[src/rtl/clk_rst_seq_pkg.sv]
// Shared types and constants for the PLL-lock driven reset sequencer.
package clk_rst_seq_pkg;

   typedef enum logic [1:0] {
      WAIT_LOCK = 2'd0,
      HOLD      = 2'd1,
      RELEASE   = 2'd2,
      RUN       = 2'd3
   } state_e;

   localparam int LOCK_CNT_W = 8;
   localparam logic [LOCK_CNT_W-1:0] LOCK_CNT_MAX = '1;

endpackage

[src/rtl/clk_rst_seq_if.sv]
// Lock input, soft-reset request and sequenced reset/status outputs of clk_rst_seq.
interface clk_rst_seq_if #(
   parameter int N_DOMAINS = 3
) ();
   import clk_rst_seq_pkg::*;

   logic                  pll_locked;
   logic                  soft_rst_req;
   logic [N_DOMAINS-1:0]  rst_n_out;
   logic                  ready;
   logic [LOCK_CNT_W-1:0] lock_loss_cnt;

   modport master (
      output pll_locked, soft_rst_req,
      input  rst_n_out, ready, lock_loss_cnt
   );

   modport slave (
      input  pll_locked, soft_rst_req,
      output rst_n_out, ready, lock_loss_cnt
   );

endinterface

[src/rtl/sync_2ff.sv]
// Two-flop synchroniser with asynchronous active-low clear.
module sync_2ff (
   input  logic clk,
   input  logic rst_n,
   input  logic d,
   output logic q
);

   logic meta_q;

   always_ff @(posedge clk or negedge rst_n) begin
      if (!rst_n) begin
         meta_q <= 1'b0;
         q      <= 1'b0;
      end else begin
         meta_q <= d;
         q      <= meta_q;
      end
   end

endmodule

[src/rtl/clk_rst_seq.sv]
// Releases per-domain resets in order once the PLL has been stably locked,
// and pulls them all back on lock loss or a soft reset request.
module clk_rst_seq
   import clk_rst_seq_pkg::*;
#(
   parameter int N_DOMAINS   = 3,
   parameter int HOLD_CYCLES = 16,
   parameter int STAGE_GAP   = 4
) (
   input  logic          clk,
   input  logic          rst_n,
   clk_rst_seq_if.slave  bus
);

   localparam logic [N_DOMAINS-1:0] FIRST     = N_DOMAINS'(1);
   localparam logic [15:0]          HOLD_LAST = 16'(HOLD_CYCLES - 1);
   localparam logic [7:0]           GAP_LAST  = 8'(STAGE_GAP - 1);

   logic                  locked_s;
   state_e                state_q, state_d;
   logic [15:0]           hold_cnt_q, hold_cnt_d;
   logic [7:0]            gap_cnt_q, gap_cnt_d;
   logic [N_DOMAINS-1:0]  rst_out_q, rst_out_d;
   logic                  ready_q, ready_d;
   logic [LOCK_CNT_W-1:0] loss_cnt_q, loss_cnt_d;

   sync_2ff u_lock_sync (
      .clk   (clk),
      .rst_n (rst_n),
      .d     (bus.pll_locked),
      .q     (locked_s)
   );

   always_comb begin
      state_d    = state_q;
      hold_cnt_d = hold_cnt_q;
      gap_cnt_d  = gap_cnt_q;
      rst_out_d  = rst_out_q;
      ready_d    = ready_q;
      loss_cnt_d = loss_cnt_q;
      unique case (state_q)
         WAIT_LOCK: begin
            if (locked_s) begin
               state_d    = HOLD;
               hold_cnt_d = '0;
            end
         end
         HOLD: begin
            hold_cnt_d = hold_cnt_q + 16'd1;
            if (!locked_s) begin
               state_d = WAIT_LOCK;
            end else if (hold_cnt_q == HOLD_LAST) begin
               rst_out_d = FIRST;
               gap_cnt_d = '0;
               if (N_DOMAINS == 1) begin
                  state_d = RUN;
                  ready_d = 1'b1;
               end else begin
                  state_d = RELEASE;
               end
            end
         end
         RELEASE: begin
            gap_cnt_d = gap_cnt_q + 8'd1;
            if (!locked_s) begin
               state_d   = WAIT_LOCK;
               rst_out_d = '0;
            end else if (gap_cnt_q == GAP_LAST) begin
               // Released domains form a thermometer code: bit 0 up first.
               gap_cnt_d = '0;
               rst_out_d = (rst_out_q << 1) | FIRST;
               if (rst_out_d[N_DOMAINS-1]) begin
                  state_d = RUN;
                  ready_d = 1'b1;
               end
            end
         end
         RUN: begin
            // Lock loss wins over a coincident soft request so it is counted.
            if (!locked_s || bus.soft_rst_req) begin
               state_d   = WAIT_LOCK;
               rst_out_d = '0;
               ready_d   = 1'b0;
               if (!locked_s && loss_cnt_q != LOCK_CNT_MAX)
                  loss_cnt_d = loss_cnt_q + LOCK_CNT_W'(1);
            end
         end
         default: state_d = WAIT_LOCK;
      endcase
   end

   always_ff @(posedge clk or negedge rst_n) begin
      if (!rst_n) begin
         state_q    <= WAIT_LOCK;
         hold_cnt_q <= '0;
         gap_cnt_q  <= '0;
         rst_out_q  <= '0;
         ready_q    <= 1'b0;
         loss_cnt_q <= '0;
      end else begin
         state_q    <= state_d;
         hold_cnt_q <= hold_cnt_d;
         gap_cnt_q  <= gap_cnt_d;
         rst_out_q  <= rst_out_d;
         ready_q    <= ready_d;
         loss_cnt_q <= loss_cnt_d;
      end
   end

   assign bus.rst_n_out     = rst_out_q;
   assign bus.ready         = ready_q;
   assign bus.lock_loss_cnt = loss_cnt_q;

endmodule
[src/flat_wrapper.sv]
// flat-port wrapper written by rule: the top's interface ports become plain ports
module clk_rst_seq_flat import clk_rst_seq_pkg::*;
#(
   parameter int N_DOMAINS   = 3,
   parameter int HOLD_CYCLES = 16,
   parameter int STAGE_GAP   = 4
)
  (clk, rst_n, bus_pll_locked, bus_soft_rst_req, bus_rst_n_out, bus_ready, bus_lock_loss_cnt);
  clk_rst_seq_if #(.N_DOMAINS(N_DOMAINS)) bus_i ();
  input  logic clk;
  input  logic rst_n;
  input wire logic [$bits(bus_i.pll_locked)-1:0] bus_pll_locked;
  input wire logic [$bits(bus_i.soft_rst_req)-1:0] bus_soft_rst_req;
  output wire logic [$bits(bus_i.rst_n_out)-1:0] bus_rst_n_out;
  output wire logic [$bits(bus_i.ready)-1:0] bus_ready;
  output wire logic [$bits(bus_i.lock_loss_cnt)-1:0] bus_lock_loss_cnt;
  assign bus_i.pll_locked = bus_pll_locked;
  assign bus_i.soft_rst_req = bus_soft_rst_req;
  assign bus_rst_n_out = bus_i.rst_n_out;
  assign bus_ready = bus_i.ready;
  assign bus_lock_loss_cnt = bus_i.lock_loss_cnt;
  clk_rst_seq #(.N_DOMAINS(N_DOMAINS), .HOLD_CYCLES(HOLD_CYCLES), .STAGE_GAP(STAGE_GAP)) u_core (.clk(clk), .rst_n(rst_n), .bus(bus_i));
endmodule
[config.mk]
export PLATFORM = sky130hd
export DESIGN_NAME = clk_rst_seq_flat
export DESIGN_NICKNAME = d
export VERILOG_FILES = /design/src/rtl/clk_rst_seq_pkg.sv /design/src/rtl/clk_rst_seq_if.sv /design/src/rtl/sync_2ff.sv /design/src/rtl/clk_rst_seq.sv /design/src/flat_wrapper.sv
export SDC_FILE = /design/constraint.sdc
export NUM_CORES = 1
export LEC_CHECK = 0
export CAP_MARGIN = 0
export CORE_UTILIZATION = 60
export DETAILED_ROUTE_END_ITERATION = 16
export PLACE_DENSITY = 0.81
export SLEW_MARGIN = 30
export SYNTH_ARGS = -nofsm -noshare
export SYNTH_HDL_FRONTEND = slang
export SYNTH_SLANG_ARGS = --single-unit
[constraint.sdc]
create_clock -name clk -period 2.9 [get_ports clk]
set_input_delay 0.87 -clock clk [delete_from_list [all_inputs] [get_ports clk]]
set_output_delay 0.87 -clock clk [all_outputs]
set_load 0.02 [all_outputs]
==> metrics.md <==
| Metric | Value |
|---|---|
| Status | complete, no violations |
| Detail Route Antenna Nets | 0 |
| TritonCTS buffer count | 5 |
| First-pass GRT wire length | ~7300 microns |
| Pre-CTS setup slack | 0.5549 ns |
| IO Pins | 16 |
| Tot GR Track Use | 0.2386 |
| Final WS setup | 0.5773 ns |
| Placed cell areas | approximately 0.0023 sq mm |
| Clock skew | 0.008200 ns |
| Die Y | 62.58 microns |
| Worst Hold Path EP | u_core.u_lock_sync.q$_DFF_PN0_ |
| Worst Setup Start Kind | register |
| Worst flop-to-flop path startpoint | u_core.state_q[1]$_DFFE_PN0P_ |
| #FFs+latches synth | 40 |
| CP required | between 2 and 2.5 ns |
| Largest net degree at the start of global routing | 41 |
| Worst-path clk slew | between 0.1 and 0.15 ns |
| Post-synthesis sequential area ratio | 0.4545 |
| Cell Count, Final, Fillers Out | 277 |
| Sum Neg Setup Slack | 0 ns |
| Worst hold path depth | 0 |
| Mapped Cells | roughly 220 |
| Final Power | approximately 1.0 mW |
| Max VDD drop | ~0.30 mV |
| Crit Path Category | register to output pin |
| Layout area overhead | 9.091% |
| Max-slew headroom | 0.6570 |
| Delay-heaviest family, CP | buffers and inverters |
| HPWL after DPL | approximately 3000 microns |
| DR WL/cell | about 15 microns |
| Rows | 21 |
| Unique masters post-synth | 49 |
| Mapped cell area | 0.002202 sq mm |
| Kind of end point of the critical path | output pin |
| Hold slack final | ~0.37 ns |
| Antenna diode count | 0 |
| Final period util | 0.8009 |
| CP max stage cell | clkdlybuf4s50_1 |
| Slew Viols, Final | 0 |
| Power Dens Cells | roughly 420 mW/mm^2 |
| CP max stage delay | approximately 0.64 ns |
| Starting Density | 0.6447 |
| Ys flop type | dfrtp_1 |
| Final global-route overflow total | 0 |
| Max frequency | 430.5 MHz |
| H-Tree Depth | 2 |
| DR DRC count | 0 |
| CTS tree | built |
| Layout cells sized above 1 | 0.1126 |
| Placed instance count | between 200 and 300 |
| Commonest non-fill, non-tap cell in the layout | dfrtp_1 |
| Port Buf Inserts | 15 |
| Cells on worst reg2reg path | 4 |
| FF-to-FF End | u_core.hold_cnt_q[9]$_DFFE_PN0P_ |
| Vias in the first global route | approximately 1600 |
| Max cap viols | 0 |
| CTS Sinks | 40 |
| Crit path time final | about 2.3 ns |
| Synth warn | 0 |
| Hold wc startpoint | u_core.u_lock_sync.meta_q$_DFF_PN0_ |
| Drt total wl | 4137 microns |
| CP max FO | 6 |
| Cts hold-fix bufs | 0 |
| Placeable Area | about 0.0034 sq mm |
| Post-CTS resize count | 0 |
| Crit path buf inv count | 1 |
| Via/cell ratio | 6.029 |
| Root Buffer | clkbuf_4 |
| Cell area after layout | ~0.0024 sq mm |
| # Post-CTS Setup Buffers | 0 |
| Static leakage | 1.045 nW |
| R2r setup slk | around 0.93 ns |
| Most frequent cells in the layout | dfrtp_1 (40), nand2_1 (37), o21ai_0 (16), clkdlybuf4s50_1 (14), nand3_1 (13) |
| DR iter-0 viols | 99 |
| Crit path DAT | around 1.5 ns |
| Post-synth net total | about 220 |
| Die W | 62.58 microns |
| Initial antenna violation count | 0 |
| Setup violators final | 0 |
| Final Core Density | 0.7033 |
| First-pass iteration count of the detailed router | 4 |
| Hold Vio Cnt, Final | 0 |
| NumNets Final | 237 |
| Die area | 0.003916 sq mm |
| Final GP Congestion | approximately 0.85 |
| Worst-Skew Late Latency | approximately 0.35 ns |
| Post-synth EDFFs | 0 |
| Async SR Flop Fraction | 1.000 |
| RSZ-0062 raised after global routing | false |
| Critical path, cell by cell | clkdlybuf4s50_1 |
| Avg Cell Area, Syn | between 10 and 15 sq um |
| Slew at the pin with the worst max-slew slack | between 0.5 and 0.6 ns |
| Via count | 1670 |
| Max Buffers Root-to-Sink | 2 |
| Worst hold path type | register to register |
-- report_power, final --
part	total, mW	internal, mW	leakage, nW	switching [mW]
sequential	0.595	0.573	0.538	0.0221
clock	0.361	0.180	0.0412	0.181
combinational	0.0571	0.0207	0.466	0.0363
-- state kept, by name, summed over array words and instances, names as in the netlist --
signal                     flops
u_core.u_lock_sync.q           1
u_core.bus.ready               1
u_core.state_q                 2
u_core.hold_cnt_q             16
u_core.bus.lock_loss_cnt       8
u_core.u_lock_sync.meta_q      1
u_core.bus.rst_n_out           3
u_core.gap_cnt_q               8
-- Yosys cell counts, drive strengths merged, types with 4 or more instances --
cell type	count	area, sq um
inv	5	18.77
dfrtp	40	1001
nand2	37	138.9
and4	5	45.04
nor3	4	20.02
and3	4	26.28
nor2	8	30.03
xnor2	4	35.03
nand2b	6	37.54
clkbuf	6	42.54
nor2b	5	31.28
nor4	8	105.1
nand4	4	25.02
nand3	14	75.07
o21ai	16	80.08
mux2i	8	80.08
-- per-layer routing --
| layer | GRT usage | vias up | share of wire |
|---|---|---|---|
| met3 | 0.05292 | 8 | 0.032 |
| met2 | 0.3777 | 37 | 0.47 |
| met5 | 0 | - | 0 |
| met4 | 0.1047 | 0 | 0.017 |
| li1 | - | 821 | - |
| met1 | 0.3141 | 804 | 0.48 |
-- cells by family (layout without fill, tap and decap cells) --
group | Yosys count | count (layout) | share of synthesized area
XOR/XNOR | 7 | 7 | 0.02784
flip-flops | 40 | 40 | 0.4545
AO/OA/AOI/OAI | 40 | 40 | 0.1278
adder cells (fa/ha/maj) | 3 | 3 | 0.01705
AND/OR/NAND/NOR | 103 | 103 | 0.2790
buffers and inverters | 14 | 28 | 0.04716
multiplexers | 10 | 10 | 0.04659
-- cell type report --
class / count / area [sq um]
Inverter: 5 / 18.77
Clock inverter: 3 / 42.54
Timing Repair Buffer: 15 / 147.6
Fill cell: 258 / 1013
Tap cell: 46 / 57.56
Multi-Input combinational cell: 163 / 1097
Sequential cell: 40 / 1001
Clock buffer: 5 / 37.54
-- worst max-delay path by stage --
stage                                              endpoint  cells past startpoint                               startpoint
floorplan           u_core.bus.lock_loss_cnt[1]$_DFFE_PN0P_                      4  u_core.bus.lock_loss_cnt[0]$_DFFE_PN0P_
global placement        u_core.bus.rst_n_out[0]$_DFFE_PN0P_                      5                         bus_soft_rst_req
detailed placement      u_core.bus.rst_n_out[0]$_DFFE_PN0P_                      5                         bus_soft_rst_req
CTS                                    bus_lock_loss_cnt[2]                      1  u_core.bus.lock_loss_cnt[2]$_DFFE_PN0P_
global route                           bus_lock_loss_cnt[2]                      1  u_core.bus.lock_loss_cnt[2]$_DFFE_PN0P_
finish                                 bus_lock_loss_cnt[2]                      1  u_core.bus.lock_loss_cnt[2]$_DFFE_PN0P_
No activity file was read; power rests on OpenSTA's default activity.
